## src/rtl/zsdram_client_responder_pkg.sv

```systemverilog
// Shared definitions for the SDRAM client responder: FSM encoding, burst
// geometry and the frame-buffer / pulse-counter address map.
package zsdram_client_responder_pkg;

    typedef enum logic [2:0] {
        ST_IDLE    = 3'd0,
        ST_CMD     = 3'd1,
        ST_WR_BEAT = 3'd2,
        ST_RD_BEAT = 3'd3,
        ST_DONE    = 3'd4,
        ST_RELEASE = 3'd5
    } state_e;

    localparam int SDRAM_BURST_LEN = 4;
    localparam int SDRAM_ADDR_W    = 24;  // bank(2) + row(13) + column(9)
    localparam int SDRAM_DATA_W    = 16;

    // Address map: graphics RAM followed by the pulse-counter ring buffer.
    localparam int GRAM_BASE      = 0;
    localparam int GRAM_END       = 383999;
    localparam int RING_BASE      = 384000;
    localparam int RING_LAST_SLOT = 386396;

endpackage

```

## src/rtl/zsdram_beat_cnt.sv

```systemverilog
// Two-bit beat counter shared by write and read bursts. Advances once per
// accepted beat and flags the final beat of the burst; the increment that
// accepts the final beat wraps it back to 0 as the FSM leaves the beat state.
module zsdram_beat_cnt
    import zsdram_client_responder_pkg::*;
#(
    parameter int LAST_BEAT = SDRAM_BURST_LEN - 1
) (
    input  logic       clk,
    input  logic       rst_n,
    input  logic       clr,
    input  logic       inc,
    output logic [1:0] beat,
    output logic       last
);

    logic [1:0] cnt_q;
    logic [1:0] cnt_d;

    // Next count: hold, clear while idle, or advance on an accepted beat.
    always_comb begin
        cnt_d = cnt_q;
        if (clr) begin
            cnt_d = 2'd0;
        end else if (inc) begin
            cnt_d = cnt_q + 2'd1;
        end
    end

    // Counter register.
    always_ff @(posedge clk or negedge rst_n) begin
        if (!rst_n) begin
            cnt_q <= 2'd0;
        end else begin
            cnt_q <= cnt_d;
        end
    end

    assign beat = cnt_q;
    assign last = (cnt_q == 2'(LAST_BEAT));

endmodule

```

## src/rtl/zsdram_client_responder.sv

```systemverilog
// Adapts a level-request, four-word client port to a native burst SDRAM
// controller (command handshake plus per-beat data strobes).
// Optional feature: define ZSDRAM_ALIGN_CHECK_EN to reject addresses that are
// not 4-word aligned (oAlign_Err + Done, no memory command). Without it the
// low two address bits are simply cleared.
module zsdram_client_responder
    import zsdram_client_responder_pkg::*;
#(
    parameter int BURST_LEN = SDRAM_BURST_LEN,
    parameter int ADDR_W    = SDRAM_ADDR_W
) (
    input  logic              clk,
    input  logic              rst_n,
    input  logic              iSDRAM_Rd_Req,
    input  logic [ADDR_W-1:0] iSDRAM_Rd_Addr,
    output logic [15:0]       oSDRAM_Data1,
    output logic [15:0]       oSDRAM_Data2,
    output logic [15:0]       oSDRAM_Data3,
    output logic [15:0]       oSDRAM_Data4,
    output logic              oSDRAM_Rd_Done,
    input  logic              iSDRAM_Wr_Req,
    input  logic [ADDR_W-1:0] iSDRAM_Wr_Addr,
    input  logic [15:0]       iSDRAM_Wr_Data1,
    input  logic [15:0]       iSDRAM_Wr_Data2,
    input  logic [15:0]       iSDRAM_Wr_Data3,
    input  logic [15:0]       iSDRAM_Wr_Data4,
    output logic              oSDRAM_Wr_Done,
    output logic              oMem_Cmd_Valid,
    input  logic              iMem_Cmd_Ready,
    output logic              oMem_Cmd_Wr,
    output logic [ADDR_W-1:0] oMem_Addr,
    input  logic              iMem_Wr_Data_Req,
    output logic [15:0]       oMem_Wr_Data,
    input  logic              iMem_Rd_Valid,
    input  logic [15:0]       iMem_Rd_Data,
    output logic              oAlign_Err
);

    state_e            state_q, state_d;
    logic              dir_wr_q, dir_wr_d;      // direction of the burst in flight
    logic              last_wr_q, last_wr_d;    // last-served flag, 0 = read
    logic              cmd_valid_q, cmd_valid_d;
    logic              rd_done_q, rd_done_d;
    logic              wr_done_q, wr_done_d;
    logic              align_err_q, align_err_d;
    logic [ADDR_W-1:0] addr_q, addr_d;
    logic [15:0]       wdata_q [4];
    logic [15:0]       wdata_d [4];
    logic [15:0]       rdata_q [4];
    logic [15:0]       rdata_d [4];

    logic              pick_wr;
    logic [ADDR_W-1:0] sel_addr;
    logic              misalign;
    logic [1:0]        beat;
    logic              last_beat;
    logic              beat_inc;
    logic              beat_clr;

    // Write wins when alone, or on a tie when the previous burst was a read.
    assign pick_wr  = iSDRAM_Wr_Req & (~iSDRAM_Rd_Req | ~last_wr_q);
    assign sel_addr = pick_wr ? iSDRAM_Wr_Addr : iSDRAM_Rd_Addr;

`ifdef ZSDRAM_ALIGN_CHECK_EN
    assign misalign = |sel_addr[1:0];
`else
    assign misalign = 1'b0;
`endif

    // Strobes only count while the matching beat state is active.
    assign beat_inc = ((state_q == ST_WR_BEAT) & iMem_Wr_Data_Req) |
                      ((state_q == ST_RD_BEAT) & iMem_Rd_Valid);
    assign beat_clr = (state_q == ST_IDLE);

    zsdram_beat_cnt #(
        .LAST_BEAT (BURST_LEN - 1)
    ) u_beat_cnt (
        .clk   (clk),
        .rst_n (rst_n),
        .clr   (beat_clr),
        .inc   (beat_inc),
        .beat  (beat),
        .last  (last_beat)
    );

    // Next-state and registered-output computation for the transfer FSM.
    always_comb begin
        state_d     = state_q;
        dir_wr_d    = dir_wr_q;
        last_wr_d   = last_wr_q;
        cmd_valid_d = cmd_valid_q;
        addr_d      = addr_q;
        rd_done_d   = 1'b0;
        wr_done_d   = 1'b0;
        align_err_d = 1'b0;
        for (int i = 0; i < 4; i++) begin
            wdata_d[i] = wdata_q[i];
            rdata_d[i] = rdata_q[i];
        end

        case (state_q)
            ST_IDLE: begin
                if (iSDRAM_Wr_Req || iSDRAM_Rd_Req) begin
                    dir_wr_d  = pick_wr;
                    last_wr_d = pick_wr;
                    addr_d    = sel_addr & ~ADDR_W'(3);
                    if (pick_wr) begin
                        wdata_d[0] = iSDRAM_Wr_Data1;
                        wdata_d[1] = iSDRAM_Wr_Data2;
                        wdata_d[2] = iSDRAM_Wr_Data3;
                        wdata_d[3] = iSDRAM_Wr_Data4;
                    end
                    if (misalign) begin
                        state_d     = ST_DONE;
                        align_err_d = 1'b1;
                        wr_done_d   = pick_wr;
                        rd_done_d   = ~pick_wr;
                    end else begin
                        state_d     = ST_CMD;
                        cmd_valid_d = 1'b1;
                    end
                end
            end
            ST_CMD: begin
                if (iMem_Cmd_Ready) begin
                    cmd_valid_d = 1'b0;
                    state_d     = dir_wr_q ? ST_WR_BEAT : ST_RD_BEAT;
                end
            end
            ST_WR_BEAT: begin
                if (iMem_Wr_Data_Req && last_beat) begin
                    state_d   = ST_DONE;
                    wr_done_d = 1'b1;
                end
            end
            ST_RD_BEAT: begin
                if (iMem_Rd_Valid) begin
                    rdata_d[beat] = iMem_Rd_Data;
                    if (last_beat) begin
                        state_d   = ST_DONE;
                        rd_done_d = 1'b1;
                    end
                end
            end
            ST_DONE: begin
                state_d = ST_RELEASE;
            end
            ST_RELEASE: begin
                // A still-held request must be dropped before the next burst.
                if (dir_wr_q ? !iSDRAM_Wr_Req : !iSDRAM_Rd_Req) begin
                    state_d = ST_IDLE;
                end
            end
            default: begin
                state_d = ST_IDLE;
            end
        endcase
    end

    // FSM state and all registered outputs; reset aborts any burst silently.
    always_ff @(posedge clk or negedge rst_n) begin
        if (!rst_n) begin
            state_q     <= ST_IDLE;
            dir_wr_q    <= 1'b0;
            last_wr_q   <= 1'b0;
            cmd_valid_q <= 1'b0;
            addr_q      <= '0;
            rd_done_q   <= 1'b0;
            wr_done_q   <= 1'b0;
            align_err_q <= 1'b0;
            for (int i = 0; i < 4; i++) begin
                wdata_q[i] <= '0;
                rdata_q[i] <= '0;
            end
        end else begin
            state_q     <= state_d;
            dir_wr_q    <= dir_wr_d;
            last_wr_q   <= last_wr_d;
            cmd_valid_q <= cmd_valid_d;
            addr_q      <= addr_d;
            rd_done_q   <= rd_done_d;
            wr_done_q   <= wr_done_d;
            align_err_q <= align_err_d;
            for (int i = 0; i < 4; i++) begin
                wdata_q[i] <= wdata_d[i];
                rdata_q[i] <= rdata_d[i];
            end
        end
    end

    assign oMem_Cmd_Valid = cmd_valid_q;
    assign oMem_Cmd_Wr    = dir_wr_q;
    assign oMem_Addr      = addr_q;
    assign oMem_Wr_Data   = (state_q == ST_WR_BEAT) ? wdata_q[beat] : 16'h0000;
    assign oSDRAM_Rd_Done = rd_done_q;
    assign oSDRAM_Wr_Done = wr_done_q;
    assign oAlign_Err     = align_err_q;
    assign oSDRAM_Data1   = rdata_q[0];
    assign oSDRAM_Data2   = rdata_q[1];
    assign oSDRAM_Data3   = rdata_q[2];
    assign oSDRAM_Data4   = rdata_q[3];

endmodule

```

## config.mk

```make
export PLATFORM = sky130hd
export DESIGN_NAME = zsdram_client_responder
export DESIGN_NICKNAME = d
export VERILOG_FILES = /design/src/rtl/zsdram_client_responder_pkg.sv /design/src/rtl/zsdram_beat_cnt.sv /design/src/rtl/zsdram_client_responder.sv
export SDC_FILE = /design/constraint.sdc
export NUM_CORES = 1
export LEC_CHECK = 0
export ABC_CLOCK_PERIOD_IN_PS = 2380
export BUFFER_PORTS_ARGS = -buffer_cell sky130_fd_sc_hd__buf_2
export CORE_MARGIN = 1.5
export CORE_UTILIZATION = 50
export CTS_CLUSTER_SIZE = 24
export DETAILED_ROUTE_END_ITERATION = 12
export GPL_ROUTABILITY_DRIVEN = 0
export PLACE_DENSITY_LB_ADDON = 0.08
export REMOVE_ABC_BUFFERS = 1
export SLEW_MARGIN = 10
export SYNTH_ARGS = -nofsm -noshare
export SYNTH_HDL_FRONTEND = slang
export SYNTH_HIERARCHICAL = 1
export SYNTH_SLANG_ARGS = --single-unit
```

## constraint.sdc

```tcl
create_clock -name clk -period 2.38 [get_ports clk]
set_clock_uncertainty 0.2 [all_clocks]
set_input_delay 0.119 -clock clk [delete_from_list [all_inputs] [get_ports clk]]
set_output_delay 0.119 -clock clk [all_outputs]
set_load 0.1 [all_outputs]
```

# Yosys cells after proc, flatten, opt, wreduce, memory -nomap -nowiden
# Index checks and enable logic that the tools add are counted.
[classes]
n_reduce_logical = 13
n_bitwise = 8
n_lt_le_gt_ge = 2
n_addsub = 1
mux = 27
eq_ne = 12
[op_table]
columns = ["cell", "count"]
rows = [
  ["64-bit bitwise mux", 1],
  ["16-bit two-way mux", 4],
  ["16-bit binary-select mux with 2-bit select", 1],
  ["16-bit demux with 2-bit select", 1],
  ["24-bit two-way mux", 1],
  ["3-bit two-way mux", 6],
  ["3-bit case mux with 6 select lines", 1],
  ["1-bit two-way mux", 9],
  ["2-bit != test (second input constant)", 4],
  ["3-bit by 2-bit == test with 1-bit output (second input constant)", 2],
  ["3-bit == test (second input constant)", 2],
  ["3-bit AND reduction", 2],
  ["6-bit AND reduction", 1],
  ["2-bit two-way mux", 2],
  ["2-bit by 1-bit != test with 1-bit output (second input constant)", 2],
  ["2-bit AND reduction", 2],
  ["2-bit nonzero test", 2],
  ["1-bit AND", 3],
  ["3-bit by 1-bit == test with 1-bit output (second input constant)", 1],
  ["3-bit >= comparator (second input constant)", 1],
  ["3-bit zero test", 1],
  ["3-bit by 1-bit < comparator with 1-bit output (second input constant)", 1],
  ["2-bit NOT with 3-bit output", 1],
  ["2-bit by 1-bit adder with 2-bit output (second input constant)", 1],
  ["7 further kinds", 11],
]
[totals]
ff_bits = 159
elab_cells = 78
input_bits = 135
output_inout_bits = 109

# Logic depth before layout (Yosys ltp)
[depth]
depth_word = 6
ltp_mapped = 6
mapped_depth_nobuf = 4

# Modules after synthesis
# Netlist, hierarchy kept.
[by_module_without_submodules]
columns = ["module", "area_per_inst_um2", "instances", "seq_area_each_um2", "cells_each"]
rows = [
  ["zsdram_client_responder", 6971.7, 1, 3928.8, 434],
  ["zsdram_beat_cnt", 88.8, 1, 50.0, 7],
]

# Least setup slack after synthesis
# OpenSTA, ideal clock, no wires.
[synth_timing]
path_kind = "reg-to-reg"
startpoint = "register last_wr_q"
endpoint = "register wdata_q[56] (netlist bit)"
path_buffers = 2
path_slack_ns = 0.054
t_arrival_ns = 2.001
required_time_ns = 2.055
period_less_slack_ns = 2.326
path_stages_with_launch = 6
setup_time_ns = 0.125
cell_sequence = "dfrtp_1 a21boi_2 nand2_1 buf_2 buf_2 mux2_2"
[synth_via]
elab_chain_cells = 4
[synth_lines]
columns = ["item", "line_no", "text"]
rows = [
  ["start, declared", "zsdram_client_responder.sv:41", "logic last_wr_q, last_wr_d;"],
  ["start signal, assigned", "zsdram_client_responder.sv:178", "last_wr_q <= last_wr_d;"],
  ["1-bit NOT", "zsdram_client_responder.sv:61", "assign pick_wr = iSDRAM_Wr_Req & (~iSDRAM_Rd_Req | ~last_wr_q);"],
  ["1-bit OR", "zsdram_client_responder.sv:61", ""],
  ["1-bit AND", "zsdram_client_responder.sv:61", ""],
  ["3-bit AND reduction (no source line)", "--", ""],
  ["end signal, assigned by index", "zsdram_client_responder.sv:185", "wdata_q[i] <= wdata_d[i];"],
  ["end, declared", "zsdram_client_responder.sv:47", "logic [15:0] wdata_q [4];"],
]
# Every way passes these cells.
# A chain may end at the register's enable or synchronous reset.

# Worst setup path after layout
[layout_timing]
startpoint = "register u_beat_cnt.cnt_q[0] (netlist: u_beat_cnt/beat[0])"
endpoint = "output port oMem_Wr_Data[11]"
[layout_via]
elab_chain_cells = 5
[layout_lines]
columns = ["item", "line_no", "text"]
rows = [
  ["start, declared", "zsdram_beat_cnt.sv:17", "logic [1:0] cnt_q;"],
  ["start signal, assigned", "zsdram_beat_cnt.sv:35", "cnt_q <= cnt_d;"],
  ["2-bit NOT with 3-bit output (implied by the code)", "zsdram_client_responder.sv:194", "assign oMem_Wr_Data = (state_q == ST_WR_BEAT) ? wdata_q[beat] : 16'h0000;"],
  ["16-bit binary-select mux with 2-bit select", "zsdram_client_responder.sv:194", ""],
  ["16-bit two-way mux (implied by the code) (2 in series)", "zsdram_client_responder.sv:194", ""],
  ["16-bit two-way mux", "zsdram_client_responder.sv:194", ""],
  ["end, declared", "zsdram_client_responder.sv:33", "output logic [15:0] oMem_Wr_Data,"],
]
# Every way passes these cells. The select of a mux whose other input is x is not followed.

==> results.cfg <==
[layout]
stdcell_count = 1006
stdcell_area_mm2 = 0.0106
syn2layout_area_growth_pct = 50.4
post_route_cells_drive_above_1_share_pct = 57.4
final_util_pct = 76.8
fin_nets = 950
diodes = 0

[timing]
rsz0062_at_grt = false
period_minus_slack_ns = 2.27
final_max_slew_viol_count = 0
worst_slack_ns = 0.113
period_share_pct = 95.2
fmax_mhz = 441
slew_headroom_pct = 61.0
report.final.hold_viol_count = 0
tightest_slew_ns = 0.586
setup_violations = 0

[floorplan]
start_util_pct = 51.1
num_rows = 43
die_y_um = 122
core_mm2 = 0.0138
dieWidth_um = 122
dieArea_mm2 = 0.0148
io_pins = 244

[worst_setup_path]
rrSetupSlack_ns = 0.32
cp.required_ns = 2.06
worstPathMaxFanout = 18
cp-start-kind = flip-flop
critPathKind = reg -> out
r2r-start = state_q[0]
ff2ff_path_depth = 4
crit_arrival_ns = 1.95
cp-end-kind = output pin
worstSetupStartpoint = u_beat_cnt/beat[0]

[global_routing]
grtUsageTotal_pct = 24.4
grt_max_degree = 66
grt_overflow = 0
antenna_found_initial = 0
grt_pass1_wl_um = 27500
grt_pass1_vias = 5486

[clock_network]
clock_latency_ns = 0.42
cts_max_path_buffers = 2
cts_buffers = 17
htree_levels = 4
clock-sinks = 159
clkTransAtPathRegs_ns = 0.06
root_buffer = clkbuf_16
cts_tree = built

[placed_design]
hpwl_um = 10800
dp.cells = 844
dpl-instance-area_mm2 = 0.00872
pre_cts_ws_ns = 0.303
io_buffers = 236

[detailed_routing]
postRouteAntennaNets = 0
first_iter_violations = 216
wl_um = 17300
routed_via_density = 5.08
drt-pass1-iter-count = 4
routedWlPerCell_um = 17.2
drc = 0
via_count = 5112

[synthesis]
syn-cell-area_mm2 = 0.00706
synth_ff_type = dfrtp_1
yosysMostFrequentCell = dfrtp_1
yosys_warnings = 6
avgSynthCellArea_um2 = 16.0
synthCells = 441
yosysSeqAreaShare_pct = 56.4
async_reset_ff_share_pct = 100
synth_cell_types = 41
yosys-top-cells-count = dfrtp_1, mux2_2, mux2_4, and3_1, mux4_2
ys_top_cells_by_area = dfrtp_1, mux2_2, mux2_4, mux4_2, and3_1
synth_top_area_cell = dfrtp_1
synth_edf_count = 0
ys_ff_latch = 159
yosys.area.top_type_share_pct = 56.4

[run]
cap_violations = 0

[hold_path]
hp-class = in -> async

[outcome]
status = completed
==> metal layers <==
| layer | global-route usage (%) | part of all wire, % |
|---|---|---|
| met5 | 0 | 0 |
| met4 | 10.6 | 2.4 |
| met3 | 6.41 | 5.8 |
| met2 | 42.0 | 53 |
| met1 | 28.7 | 39 |
==> area by class of cell <==
cell class	instances	area [um2]
Multi-Input combinational cell	251	2880
Clock inverter	10	111
Clock buffer	21	470
Sequential cell	159	3980
Tap cell	180	225
Fill cell	847	3210
Timing Repair Buffer	381	2940
Inverter	4	15.0
==> path summary, 6_finish.rpt <==
kind	end
min	oMem_Addr[22]
max	oMem_Wr_Data[11]
min reg2reg	wdata_q[55]
max in group asynchronous	oSDRAM_Data4[0]
min in group clk	wdata_q[55]
max reg2reg	oMem_Addr[14]
==> through the flow <==
step	hold WS, ns	TNS, ns
floorplan	-0.377	-112.73
global placement	-0.0710	0
detailed placement	-0.0694	0
CTS	0.0647	0
global route	0.0940	0
finish	0.0554	0
==> worst max-delay path: stages (launching register included) <==
cell	delay (ns)
dfrtp_1	0.39
buf_12	0.21
mux4_2	0.52
and3_1	0.24
buf_12	0.18
==> cell usage in the layout, fill, tap and decap left out, types with 5 or more instances in the layout <==
master         instances
buf_4                  6
mux2_1                 8
dlygate4sd3_1        131
mux2_2               135
mux2_4                30
dfrtp_1              157
buf_2                219
clkbuf_16             17
nand2_1                5
buf_12                23
mux4_2                16
nor2_1                 5
and3_1                17
==> sequential cells by signal, indices dropped and copies added (netlist names) <==
signal	cells
wdata_q	64
oMem_Addr	22
oSDRAM_Data1	16
oSDRAM_Data2	16
oSDRAM_Data3	16
oSDRAM_Data4	16
state_q	3
u_beat_cnt/beat	2
last_wr_q	1
oMem_Cmd_Valid	1
oSDRAM_Rd_Done	1
oSDRAM_Wr_Done	1
==> timing repair <==
item | 4_1_cts | 5_1_grt
hold buffers | 131 | 0
cloned | 0 | 0
buffers inserted | 0 | 0
gates resized for setup | 1 | 2
endpoints found under the hold margin | 264 | 0
endpoints found under the setup margin | 16 | 4
==> cells by family (layout without fill, tap and decap cells) <==
family	Yosys count	count (layout)	synth area share [%]
other	1	3	0.0531
buffers and inverters	33	416	3.03
AND/OR/NAND/NOR	42	42	4.38
AO/OA/AOI/OAI	14	14	1.45
flip-flops	159	159	56.4
multiplexers	190	190	34.4
adder cells (fa/ha/maj)	1	1	0.177
XOR/XNOR	1	1	0.124
Power is left out: the tool's default activity adds up to more than one toggle a clock period on the data nets, which glitch-free logic cannot reach.
